`config.mk`:
```
export PLATFORM = sky130hd
export DESIGN_NAME = memory_arbiter
export DESIGN_NICKNAME = d
export VERILOG_FILES = /design/src/rtl/memory_arbiter_pkg.sv /design/src/rtl/memory_arbiter_rr_picker.sv /design/src/rtl/memory_arbiter.sv
export SDC_FILE = /design/constraint.sdc
export NUM_CORES = 1
export LEC_CHECK = 0
export ABC_AREA = 0
export BUFFER_PORTS_ARGS = -buffer_cell sky130_fd_sc_hd__buf_4
export CAP_MARGIN = 20
export CORE_AREA = 2 2 105 107
export CTS_CLUSTER_DIAMETER = 40
export DETAILED_ROUTE_END_ITERATION = 12
export DIE_AREA = 0 0 107 109
export GPL_TIMING_DRIVEN = 0
export PLACE_DENSITY_LB_ADDON = 0.2
export SETUP_SLACK_MARGIN = 0.2
export SYNTH_ARGS = -nofsm -noshare
export SYNTH_HDL_FRONTEND = slang
export SYNTH_SLANG_ARGS = --single-unit
```
`constraint.sdc`:
```
create_clock -name CLK -period 1.5 [get_ports CLK]
set_input_delay 0.075 -clock CLK [delete_from_list [all_inputs] [get_ports CLK]]
set_output_delay 0.075 -clock CLK [all_outputs]
set_load 0.02 [all_outputs]
```
`src/rtl/memory_arbiter_pkg.sv`:
```
// memory_arbiter_pkg: shared types for the RAM arbiter and its round-robin picker.
package memory_arbiter_pkg;
  typedef logic [31:0] word_t;
  typedef enum logic [1:0] {FREE, BUSY, ACCESS, ERROR} ramstate_t;
  typedef enum logic {IDLE, XFER} arb_state_t;
  typedef struct packed {
    logic [1:0] cpu;
    logic       is_data;
    logic       is_write;
  } owner_t;
  function automatic logic [1:0] next_ptr(input logic [1:0] c, input int n);
    return (int'(c) == n - 1) ? 2'd0 : c + 2'd1;
  endfunction
endpackage

```
`src/rtl/memory_arbiter_rr_picker.sv`:
```
// rr_picker: combinational round-robin winner search starting at i_ptr.
// Request vector is always 4 wide; only the low CPUS bits take part.
module rr_picker #(
  parameter int CPUS = 1
) (
  input  logic [3:0] i_req,
  input  logic [1:0] i_ptr,
  output logic [1:0] o_idx,
  output logic       o_valid
);
  always_comb begin
    int j;
    j = 0;
    o_idx = '0;
    o_valid = 1'b0;
    // Walk from farthest to nearest so the slot closest to i_ptr wins last.
    for (int k = CPUS - 1; k >= 0; k--) begin
      j = (int'(i_ptr) + k) % CPUS;
      if (i_req[j[1:0]]) begin
        o_idx = j[1:0];
        o_valid = 1'b1;
      end
    end
  end
endmodule

```
`src/rtl/memory_arbiter.sv`:
```
// memory_arbiter: single-port RAM sequencer between per-CPU caches and system RAM.
// Optional watchdog enabled by defining MEM_ARB_TIMEOUT_EN.
module memory_arbiter
  import memory_arbiter_pkg::*;
#(
  parameter int CPUS    = 1,
  parameter int TIMEOUT = 255
) (
  input  logic               CLK,
  input  logic               nRST,
  input  logic [CPUS-1:0]    iREN,
  input  logic [CPUS-1:0]    dREN,
  input  logic [CPUS-1:0]    dWEN,
  input  logic [CPUS*32-1:0] iaddr,
  input  logic [CPUS*32-1:0] daddr,
  input  logic [CPUS*32-1:0] dstore,
  output logic [CPUS-1:0]    iwait,
  output logic [CPUS-1:0]    dwait,
  output logic [CPUS*32-1:0] iload,
  output logic [CPUS*32-1:0] dload,
  output logic               ramREN,
  output logic               ramWEN,
  output logic [31:0]        ramaddr,
  output logic [31:0]        ramstore,
  input  logic [31:0]        ramload,
  input  logic [1:0]         ramstate,
  output logic               arb_err
);
  logic [3:0] w_iren, w_dren, w_dwen, w_req;
  logic [127:0] w_iaddr, w_daddr, w_dstore;
  arb_state_t r_state, w_next;
  owner_t r_own;
  logic [1:0] r_rr, w_win;
  logic w_valid, w_xfer, w_live, w_done, w_to;
  word_t w_ia, w_da, w_ds;
  // Pad per-CPU vectors to the 4-CPU maximum so a 2-bit owner index is always legal.
  assign w_iren = 4'(iREN);
  assign w_dren = 4'(dREN);
  assign w_dwen = 4'(dWEN);
  assign w_iaddr = 128'(iaddr);
  assign w_daddr = 128'(daddr);
  assign w_dstore = 128'(dstore);
  assign w_req = w_iren | w_dren | w_dwen;
  rr_picker #(.CPUS(CPUS)) u_pick (
    .i_req  (w_req),
    .i_ptr  (r_rr),
    .o_idx  (w_win),
    .o_valid(w_valid)
  );
  assign w_xfer = r_state == XFER;
  assign w_ia = w_iaddr[{r_own.cpu, 5'd0} +: 32];
  assign w_da = w_daddr[{r_own.cpu, 5'd0} +: 32];
  assign w_ds = w_dstore[{r_own.cpu, 5'd0} +: 32];
  assign w_live = r_own.is_write ? w_dwen[r_own.cpu] :
                  r_own.is_data  ? w_dren[r_own.cpu] : w_iren[r_own.cpu];
  assign w_done = w_xfer && w_live && ramstate_t'(ramstate) == ACCESS;
`ifdef MEM_ARB_TIMEOUT_EN
  logic [7:0] r_cnt;
  logic r_err;
  assign w_to = w_xfer && w_live && !w_done && r_cnt == 8'(TIMEOUT - 1);
  assign arb_err = r_err;
  always_ff @(posedge CLK or negedge nRST) begin
    if (!nRST) begin
      r_cnt <= '0;
      r_err <= 1'b0;
    end else begin
      r_cnt <= w_xfer ? r_cnt + 8'd1 : 8'd0;
      if (w_to) r_err <= 1'b1;
    end
  end
`else
  assign w_to = 1'b0;
  assign arb_err = 1'b0;
`endif
  always_comb begin
    w_next = r_state;
    if (!w_xfer) w_next = w_valid ? XFER : IDLE;
    else if (w_done || !w_live || w_to) w_next = IDLE;
  end
  always_comb begin
    ramREN = w_xfer && w_live && !r_own.is_write;
    ramWEN = w_xfer && w_live && r_own.is_write;
    ramaddr = !w_xfer ? '0 : r_own.is_data ? w_da : w_ia;
    ramstore = (w_xfer && r_own.is_data) ? w_ds : '0;
    iwait = '1;
    dwait = '1;
    iload = '0;
    dload = '0;
    for (int c = 0; c < CPUS; c++) begin
      if (w_done && 2'(c) == r_own.cpu) begin
        if (r_own.is_data) begin
          dwait[c] = 1'b0;
          if (!r_own.is_write) dload[c*32 +: 32] = ramload;
        end else begin
          iwait[c] = 1'b0;
          iload[c*32 +: 32] = ramload;
        end
      end
    end
  end
  always_ff @(posedge CLK or negedge nRST) begin
    if (!nRST) begin
      r_state <= IDLE;
      r_rr <= '0;
      r_own <= '0;
    end else begin
      r_state <= w_next;
      if (!w_xfer && w_valid) r_own <= '{w_win, w_dren[w_win] | w_dwen[w_win], w_dwen[w_win]};
      // Aborts from a dropped request leave the pointer; completions and timeouts advance it.
      if (w_done || w_to) r_rr <= next_ptr(r_own.cpu, CPUS);
    end
  end
endmodule

```
==> impl_metrics.ini, run 1 <==
[synthesis]
netlist_area_um2 = 1459
synth_cell_types = 20
synth-seq-cells = 3
synthAdderAreaFrac_pct = 0
synthMuxAreaShare_pct = 22.64
synth_compound_area_share_pct = 4.288
synth_area_leaders = and2_1 (27%), mux2i_1 (23%), and3_1 (14%)
synth_top_area_share_pct = 27.44
synth-simple-area-share_pct = 59.78
syn_nets = 349
synth_top_family_by_area = simple AND/OR/NAND/NOR gates
avgSynthCellArea_um2 = 6.817
synth_seq_area_share_pct = 5.146
yosysWarnings = 0
synth_top_area_cell = and2_1
synth_edf_count = 0
ys.flop_type = dfrtp_1
synth-xor-area-share_pct = 0
synth-async-reset-ratio_pct = 100.0
syn_inst = 214

[critical_path]
rr_startpoint = r_own[1]$_DFFE_PN0P_
crit_required_ps = 1420
end_kind = output pin
slowest_stage = dfrtp_1
cp_common_cell = buf_6
critical_path_class = reg -> out
start_kind = register
regToRegSetupSlack_ps = 140
crit_path_start = r_own[1]$_DFFE_PN0P_
worstPathMaxFanout = 8
path_cells = buf_6 -> mux2i_4 -> a2111oi_4 -> buf_6 -> buf_8 -> and2_4 -> buf_6
crit_arrival_ps = 1780
max_stage_delay_ps = 360

[die]
io_pins = 268
chipWidth_um = 107
die_y_um = 109
dieArea_um2 = 11660
coreArea_um2 = 10600
initial_core_util_pct = 13.76
rows = 38

[finish]
area_growth_pct = 238.3
antennaDiodeCount = 0
fin_nets = 651
final_common_cell = buf_4
final_area_um2 = 4935
final_cell_mix = buf_4 (188), buf_6 (96), and2_4 (41)
final_layout_size_suffix_gt1_share_pct = 83.11

[route]
route.detailed.drc = 0
vias_per_cell = 4.082
drt_iter0_drc = 89
ant_nets = 0
firstDrtPassIters = 3
finalWirelength_um = 9183
wl_per_cell_um = 14.02
via_count = 2674

[run]
maxCapViolCount = 0

[clock_tree]
cts_buffer_depth = 2
clock_latency_ps = 210
ctsRootBufferMaster = clkbuf_8
clk_pin_slew_worst_paths_ps = 30
cts_sinks = 3
cts_tree = done
h-tree-depth = 1
numCtsBuffers = 3

[place]
dp_hpwl_um = 6820
placed_cell_area_um2 = 3749
io_buffers = 266
place_congestion = 0.7024

[power]
powerDensity_nw_per_um2 = 1292
p_leak_nw = 2.675
peakVddDrop_mv = 0.5936
totalPowerFinal_mw = 6.377

[grt]
grt_max_degree = 11
grt_pass1_wl_um = 13360
antenna_found_initial = 0
track_usage_pct = 14.44
grt_pass1_vias = 2665
overflow = 0

[timing]
rsz0062_at_grt = true
final.setup.tns_ps = -19500
period_needed_ps = 1858
setup_viol = 93
final.period_utilization_pct = 123.9
worst_slack_ps = -358.5
max_freq_mhz = 538.1
hold_viol = 0
slew_violations = 0
fin_worst_skew_ps = 0.7839

[outcome]
status = finished, violations left
failed_checks = negative setup slack

[worst_hold_path]
hold_start = dWEN
hold_class = in -> reg
[registers in the layout (all words and copies together), names as in the netlist]
name	cells
r_own	2
r_state	1
[metal layers]
metal | vias to the layer above | wire, µm | global-route usage [%] | part of all wire [%]
li1 | 1298 | - | - | -
met1 | 1220 | 2998 | 13.98 | 33
met2 | 150 | 5234 | 30.03 | 57
met3 | 6 | 847 | 3.945 | 9.2
met4 | 0 | 103 | 3.154 | 1.1
met5 | - | 0 | 0 | 0
[power breakdown]
part / leakage [nW] / switching, mW / internal [mW]
clock network: 0.0228 / 0.0514 / 0.181
registers: 0.0339 / 0.0324 / 0.122
logic: 2.62 / 2.63 / 3.36
total: 2.67 / 2.72 / 3.66
[worst max-delay path, delay by kind of cell (launching register included)]
family          cells  cell delay, ps
compound gates      1             310
buf+inv             4             590
flops               1             360
mux                 1             190
simple gates        1             130
[synth_stat cells, drive strengths merged, types with 3 or more instances]
master  number
and2        64
and3        33
buf          6
clkbuf      17
dfrtp        3
inv          4
mux2i       33
nand2        4
nand2b       3
nor2         4
nor2b       33
o21ai        4
[kinds of logic (layout without fill, tap and decap cells)]
family | count (synthesis) | count (layout)
buf+inv | 27 | 328
compound gates | 7 | 7
mux | 33 | 33
flops | 3 | 3
simple gates | 143 | 143
other cells | 1 | 1
[path summary, 6_finish.rpt]
check | endpoint | depth (start not counted)
max | iload[29] | 7
max reg2reg | r_state$_DFF_PN0_ | 6
min | r_own[1]$_DFFE_PN0P_ | 3
min reg2reg | r_own[0]$_DFFE_PN0P_ | 3
min in group asynchronous | r_own[0]$_DFFE_PN0P_ | 2
max in group asynchronous | r_own[1]$_DFFE_PN0P_ | 2
[what timing repair did]
| item | in CTS | in global routing |
|---|---|---|
| hold buffers | 1 | 0 |
| endpoints found under the hold margin | 3 | 0 |
| cloned | 12 | 0 |
| setup buffers | 16 | 2 |
| resized for setup | 213 | 29 |
| pin swaps | 35 | 17 |
| setup endpoints to repair | 133 | 134 |
[metrics by stage]
step	hold WS (ps)	setup WS (ps)	util, %	cells
floorplan	-220.6	-15.61	-	214
global placement	-133.8	-357.0	35.36	620
detailed placement	-129.3	-356.9	35.36	620
CTS	180.6	-410.3	45.79	653
global route	214.2	-417.8	46.54	655
finish	197.8	-358.5	46.54	655
[cell type report]
class                      instances  area, µm²
timing repair buffer             297       2716
sequential                         3      75.07
clock buffer                       4      45.04
inverter                           4      15.01
tap                              140      175.2
buffer                            23      310.3
fill                             983       5668
multi-input combinational        184       1598
No activity file was read; power rests on OpenSTA's default activity.
==> inputs of run 2 (changes only) <==
- ABC_AREA: 0 -> unset
- RECOVER_POWER: unset -> 25
==> run 2 against run 1 <==
Sequential power about the same. Clock-buffer cell count is the same. Highest routed layer unchanged. Clock skew unchanged. Non-clock buffer count did not move. Power about the same. Combinational power barely moved. Critical endpoint unchanged. Largest cell class unchanged. Via count did not move. Global-route usage unchanged. Worst hold slack is the same. The flow still finishes with violations (negative setup slack).
==> impl_metrics.ini, run 2 (same netlist as run 1, synthesis figures left out) <==
[outcome]
status = finished, violations left
failed_checks = negative setup slack

[power]
powerDensity_nw_per_um2 = 1293
p_int_mw = 3.661
switching_share_pct = 42.59
switching_power_mw = 2.715
clockPowerShare_pct = 3.6
p_leak_nw = 2.671
peakVddDrop_mv = 0.5935
combPwrFrac_pct = 93.9
pwr-share-seq_pct = 2.4

[grt]
overflow = 0
grt_max_degree = 11
antenna_found_initial = 0
grt_pass1_vias = 2665
track_usage_pct = 14.44
grt_pass1_wl_um = 13360

[critical_path]
end_kind = output pin
start_kind = register
worstPathMaxFanout = 8
max_stage_delay_ps = 360
critical_path_class = reg -> out
path_cells = buf_6 -> mux2i_4 -> a2111oi_4 -> buf_6 -> buf_8 -> and2_4 -> buf_6
slowest_stage = dfrtp_1
crit_required_ps = 1420
critPathBufInv = 4
crit_family = buffers and inverters
cp_common_cell = buf_6
crit_arrival_ps = 1780

[route]
wl_met2_um = 5234
vias_per_cell = 4.082
finalWirelength_um = 9185
highest_layer = met4
wirelength_met1_um = 3000
route.detailed.drc = 0
wl_met3_um = 847
drt_iter0_drc = 89
ant_nets = 0
wl_per_cell_um = 14.02
firstDrtPassIters = 3
via_count = 2674

[timing]
final.setup.tns_ps = -19500
fin_worst_skew_ps = 0.7839
period_needed_ps = 1858
worst_slack_ps = -358.5
setup_viol = 93
rsz0062_at_grt = true
final.period_utilization_pct = 123.9
slew_violations = 0
hold_viol = 0
holdWs_ps = 197.8
max_freq_mhz = 538.1

[clock_tree]
numCtsBuffers = 3
h-tree-depth = 1
cts_tree = done
ctsRootBufferMaster = clkbuf_8
cts_sinks = 3
clock_latency_ps = 210
clk_pin_slew_worst_paths_ps = 30
cts_buffer_depth = 2

[place]
place_ws_ps = -356.9
place_congestion = 0.7024
dp_hpwl_um = 6820
io_buffers = 266
placed_cell_area_um2 = 3749

[die]
dieArea_um2 = 11660
initial_core_util_pct = 13.76
coreArea_um2 = 10600
rows = 38
chipWidth_um = 107
io_pins = 268
die_y_um = 109

[worst_hold_path]
hold_class = in -> reg

[finish]
largest_reg_flops = 2
antennaDiodeCount = 0
final_area_um2 = 4931
area_growth_pct = 238.0
final_util_pct = 46.51
top_regs = r_own: 2 flops, r_state: 1 flops
final_layout_size_suffix_gt1_share_pct = 82.91
final_common_cell = buf_4
fin_nets = 651
regMostFlops = r_own
final_cell_mix = buf_4 (187), buf_6 (96), and2_4 (41)

[run]
maxCapViolCount = 0
-- run 2: cell type report --
class | instances | area [µm²]
Buffer | 23 | 310.3
Clock buffer | 4 | 45.04
Fill cell | 984 | 5672
Inverter | 4 | 15.01
Multi-Input combinational cell | 184 | 1598
Sequential cell | 3 | 75.07
Tap cell | 140 | 175.2
Timing Repair Buffer | 297 | 2713
-- run 2: repair_timing --
item | CTS | global route
endpoints found under the setup margin | 133 | 134
gates resized for setup | 213 | 29
hold buffers | 1 | 0
hold endpoints to repair | 3 | 0
setup buffers | 16 | 2
gates cloned | 12 | 0
pin swaps | 35 | 17
-- run 2: worst reg2reg max path, cell delays in order (launching register included) --
cell and delay (ps):
dfrtp_1 330, buf_6 110, mux2i_4 260, buf_4 150, buf_6 100, nand2_2 60, a41o_1 240
-- run 2: through the flow --
step	power (mW)	cells
6_report	6.376	655
5_1_grt	6.749	655
4_1_cts	6.255	653
3_5_place_dp	4.270	620
3_3_place_gp	4.249	620
2_1_floorplan	2.568	214
-- run 2: power groups by stage --
stage	Clock, mW	Combinational (mW)	Sequential, mW
after global placement	0	4.10	0.147
after CTS	0.232	5.87	0.150
final	0.232	5.99	0.154
after global routing	0.247	6.34	0.160
after floorplan	0	2.43	0.140
after detailed placement	0	4.13	0.145
-- run 2: worst paths after layout --
| path | start | to | slack (ps) | cells after the start |
|---|---|---|---|---|
| max | r_own[1]$_DFFE_PN0P_ | iload[29] | -360 | 7 |
| min | dWEN | r_own[1]$_DFFE_PN0P_ | 200 | 3 |
| max reg2reg | r_own[1]$_DFFE_PN0P_ | r_state$_DFF_PN0_ | 140 | 6 |
| min reg2reg | r_own[0]$_DFFE_PN0P_ | r_own[0]$_DFFE_PN0P_ | 730 | 3 |
| max in group asynchronous | nRST | r_own[1]$_DFFE_PN0P_ | 1080 | 2 |
| min in group asynchronous | nRST | r_own[0]$_DFFE_PN0P_ | 260 | 2 |
-- run 2: per-layer routing --
| layer | track usage (%) | up-vias |
|---|---|---|
| met5 | 0 | - |
| met4 | 3.154 | 0 |
| met3 | 3.945 | 6 |
| met2 | 30.03 | 150 |
| met1 | 13.98 | 1220 |
| li1 | - | 1298 |
==> inputs of run 3 (changes only) <==
- BUFFER_PORTS_ARGS: -buffer_cell sky130_fd_sc_hd__buf_4 -> -buffer_cell sky130_fd_sc_hd__buf_2
==> run 3 against run 2 <==
Clock power up 5%. Non-clock buffer count decreased by 2. Sequential power is essentially flat. The flow still finishes with violations (negative setup slack). Design area is 6.8% lower. Worst hold slack worse by 35 ps. Highest routed layer unchanged. Critical endpoint is now iload[23]. Die area unchanged. First-iteration DRC count is 31% higher. Power is 1.3% lower. Critical path depth increased by 1. Clock skew increased by 3.8 ps.
==> impl_metrics.ini, run 3 (same netlist as run 1, synthesis figures left out) <==
[route]
finalWirelength_um = 9221
drt_iter0_drc = 117
via_count = 2717
firstDrtPassIters = 4
route.detailed.drc = 0
vias_per_cell = 4.161
ant_nets = 0
wl_per_cell_um = 14.12

[finish]
final_common_cell = buf_2
top_regs = r_own: 2 flops, r_state: 1 flops
final_layout_size_suffix_gt1_share_pct = 82.65
final_cell_mix = buf_2 (145), buf_6 (104), and2_4 (49)
antennaDiodeCount = 0
final_area_um2 = 4596
multi_input_area_um2 = 1609
final_util_pct = 43.34
area_growth_pct = 215.0
regMostFlops = r_own
largest_reg_flops = 2
regArea_um2 = 75.07
fin_nets = 649
nFillCells = 1037

[place]
place_ws_ps = -439.0
dp_hpwl_um = 6476
placed_cell_area_um2 = 3083
place_congestion = 0.6762
io_buffers = 266

[timing]
period_needed_ps = 1878
worst_slack_ps = -378.4
fin_worst_skew_ps = 4.598
final.period_utilization_pct = 125.2
max_freq_mhz = 532.4
final.setup.tns_ps = -20260
setup_viol = 113
hold_viol = 0
slew_violations = 0
rsz0062_at_grt = true

[die]
io_pins = 268
initial_core_util_pct = 13.76
dieArea_um2 = 11660
rows = 38
chipWidth_um = 107
die_y_um = 109
coreArea_um2 = 10600

[power]
p_leak_nw = 2.572
peakVddDrop_mv = 0.6559
powerDensity_nw_per_um2 = 1369

[critical_path]
cp_common_cell = buf_6
slowest_stage = dfrtp_1
cp.depth = 8
endpoint = iload[23]
critical_path_class = reg -> out
crit_path_start = r_own[1]$_DFFE_PN0P_
max_stage_delay_ps = 360
path_cells = buf_6 -> buf_4 -> nand2b_4 -> a2111oi_4 -> buf_6 -> buf_8 -> and2_4 -> buf_6
worstPathMaxFanout = 8
crit_family = buffers and inverters
worstRegToRegCells = 6
end_kind = output pin
critPathBufInv = 5
reg2reg_to = r_state$_DFF_PN0_
crit_arrival_ps = 1800
rr_startpoint = r_own[1]$_DFFE_PN0P_
regToRegSetupSlack_ps = 170
crit_required_ps = 1420
start_kind = register

[clock_tree]
clk_pin_slew_worst_paths_ps = 30
h-tree-depth = 1
numCtsBuffers = 3
ctsRootBufferMaster = clkbuf_8
clock_latency_ps = 220
cts_sinks = 3
cts_tree = done
cts_buffer_depth = 2

[outcome]
failed_checks = negative setup slack
status = finished, violations left

[grt]
grt_max_degree = 11
grt_pass1_vias = 2628
antenna_found_initial = 0
track_usage_pct = 14.12
grt_pass1_wl_um = 12960
overflow = 0

[worst_hold_path]
hold_class = in -> reg

[run]
maxCapViolCount = 0
run 3: cell count changes in the layout (fill, tap and decap cells not counted), sizes merged:
cell    change
buf         -3
clkbuf      +1
run 3: power breakdown:
part           internal [mW]  switching [mW]  leakage, nW
logic                   3.25            2.65         2.52
clock network          0.182          0.0612       0.0228
registers              0.122          0.0307       0.0339
total                   3.55            2.74         2.57
run 3: timing repair:
action                                  CTS  global route
setup buffers                            14             2
hold buffers                              1             0
endpoints found under the setup margin  133           135
endpoints found under the hold margin     3             0
cloned                                   12             0
pin swaps                                47            10
gates resized for setup                 340            35
run 3: how the worst min path moves through the flow:
stage / from / end / slack, ps / depth (start not counted)
2_1_floorplan: nRST / r_own[0]$_DFFE_PN0P_ / -220 / 0
3_3_place_gp: nRST / r_own[1]$_DFFE_PN0P_ / -130 / 1
3_5_place_dp: nRST / r_own[1]$_DFFE_PN0P_ / -120 / 1
4_1_cts: dWEN / r_own[0]$_DFFE_PN0P_ / 180 / 3
5_1_grt: dWEN / r_own[0]$_DFFE_PN0P_ / 200 / 3
6_report: dWEN / r_own[0]$_DFFE_PN0P_ / 160 / 3
run 3: cell type report:
class,instances,area share [%]
repair buffers,295,51.54
multi-input cells,184,35.01
plain buffers,23,6.698
well taps,140,3.812
flip-flops and latches,3,1.634
clock buffers,4,0.9801
inverters,4,0.3267
run 3: per-stage QoR:
step	cells	power, mW	hold slack, ps
CTS	651	6.099	181.9
global placement	620	3.710	-127.2
global route	653	6.638	198.1
floorplan	214	2.568	-220.6
finish	653	6.291	162.4
detailed placement	620	3.737	-122.0
run 3: metal layers:
metal  global-route usage [%]  vias to the layer above  part of all wire (%)
li1                         -                     1300                     -
met1                    13.72                     1247                    34
met2                    29.12                      156                    56
met3                    2.989                       14                   8.2
met4                    4.824                        0                   2.1
met5                        0                        -                     0
run 3: worst min-delay path, cell delays in order:
cell,delay (ps)
buf_2,130
inv_1,70
o21ai_1,70
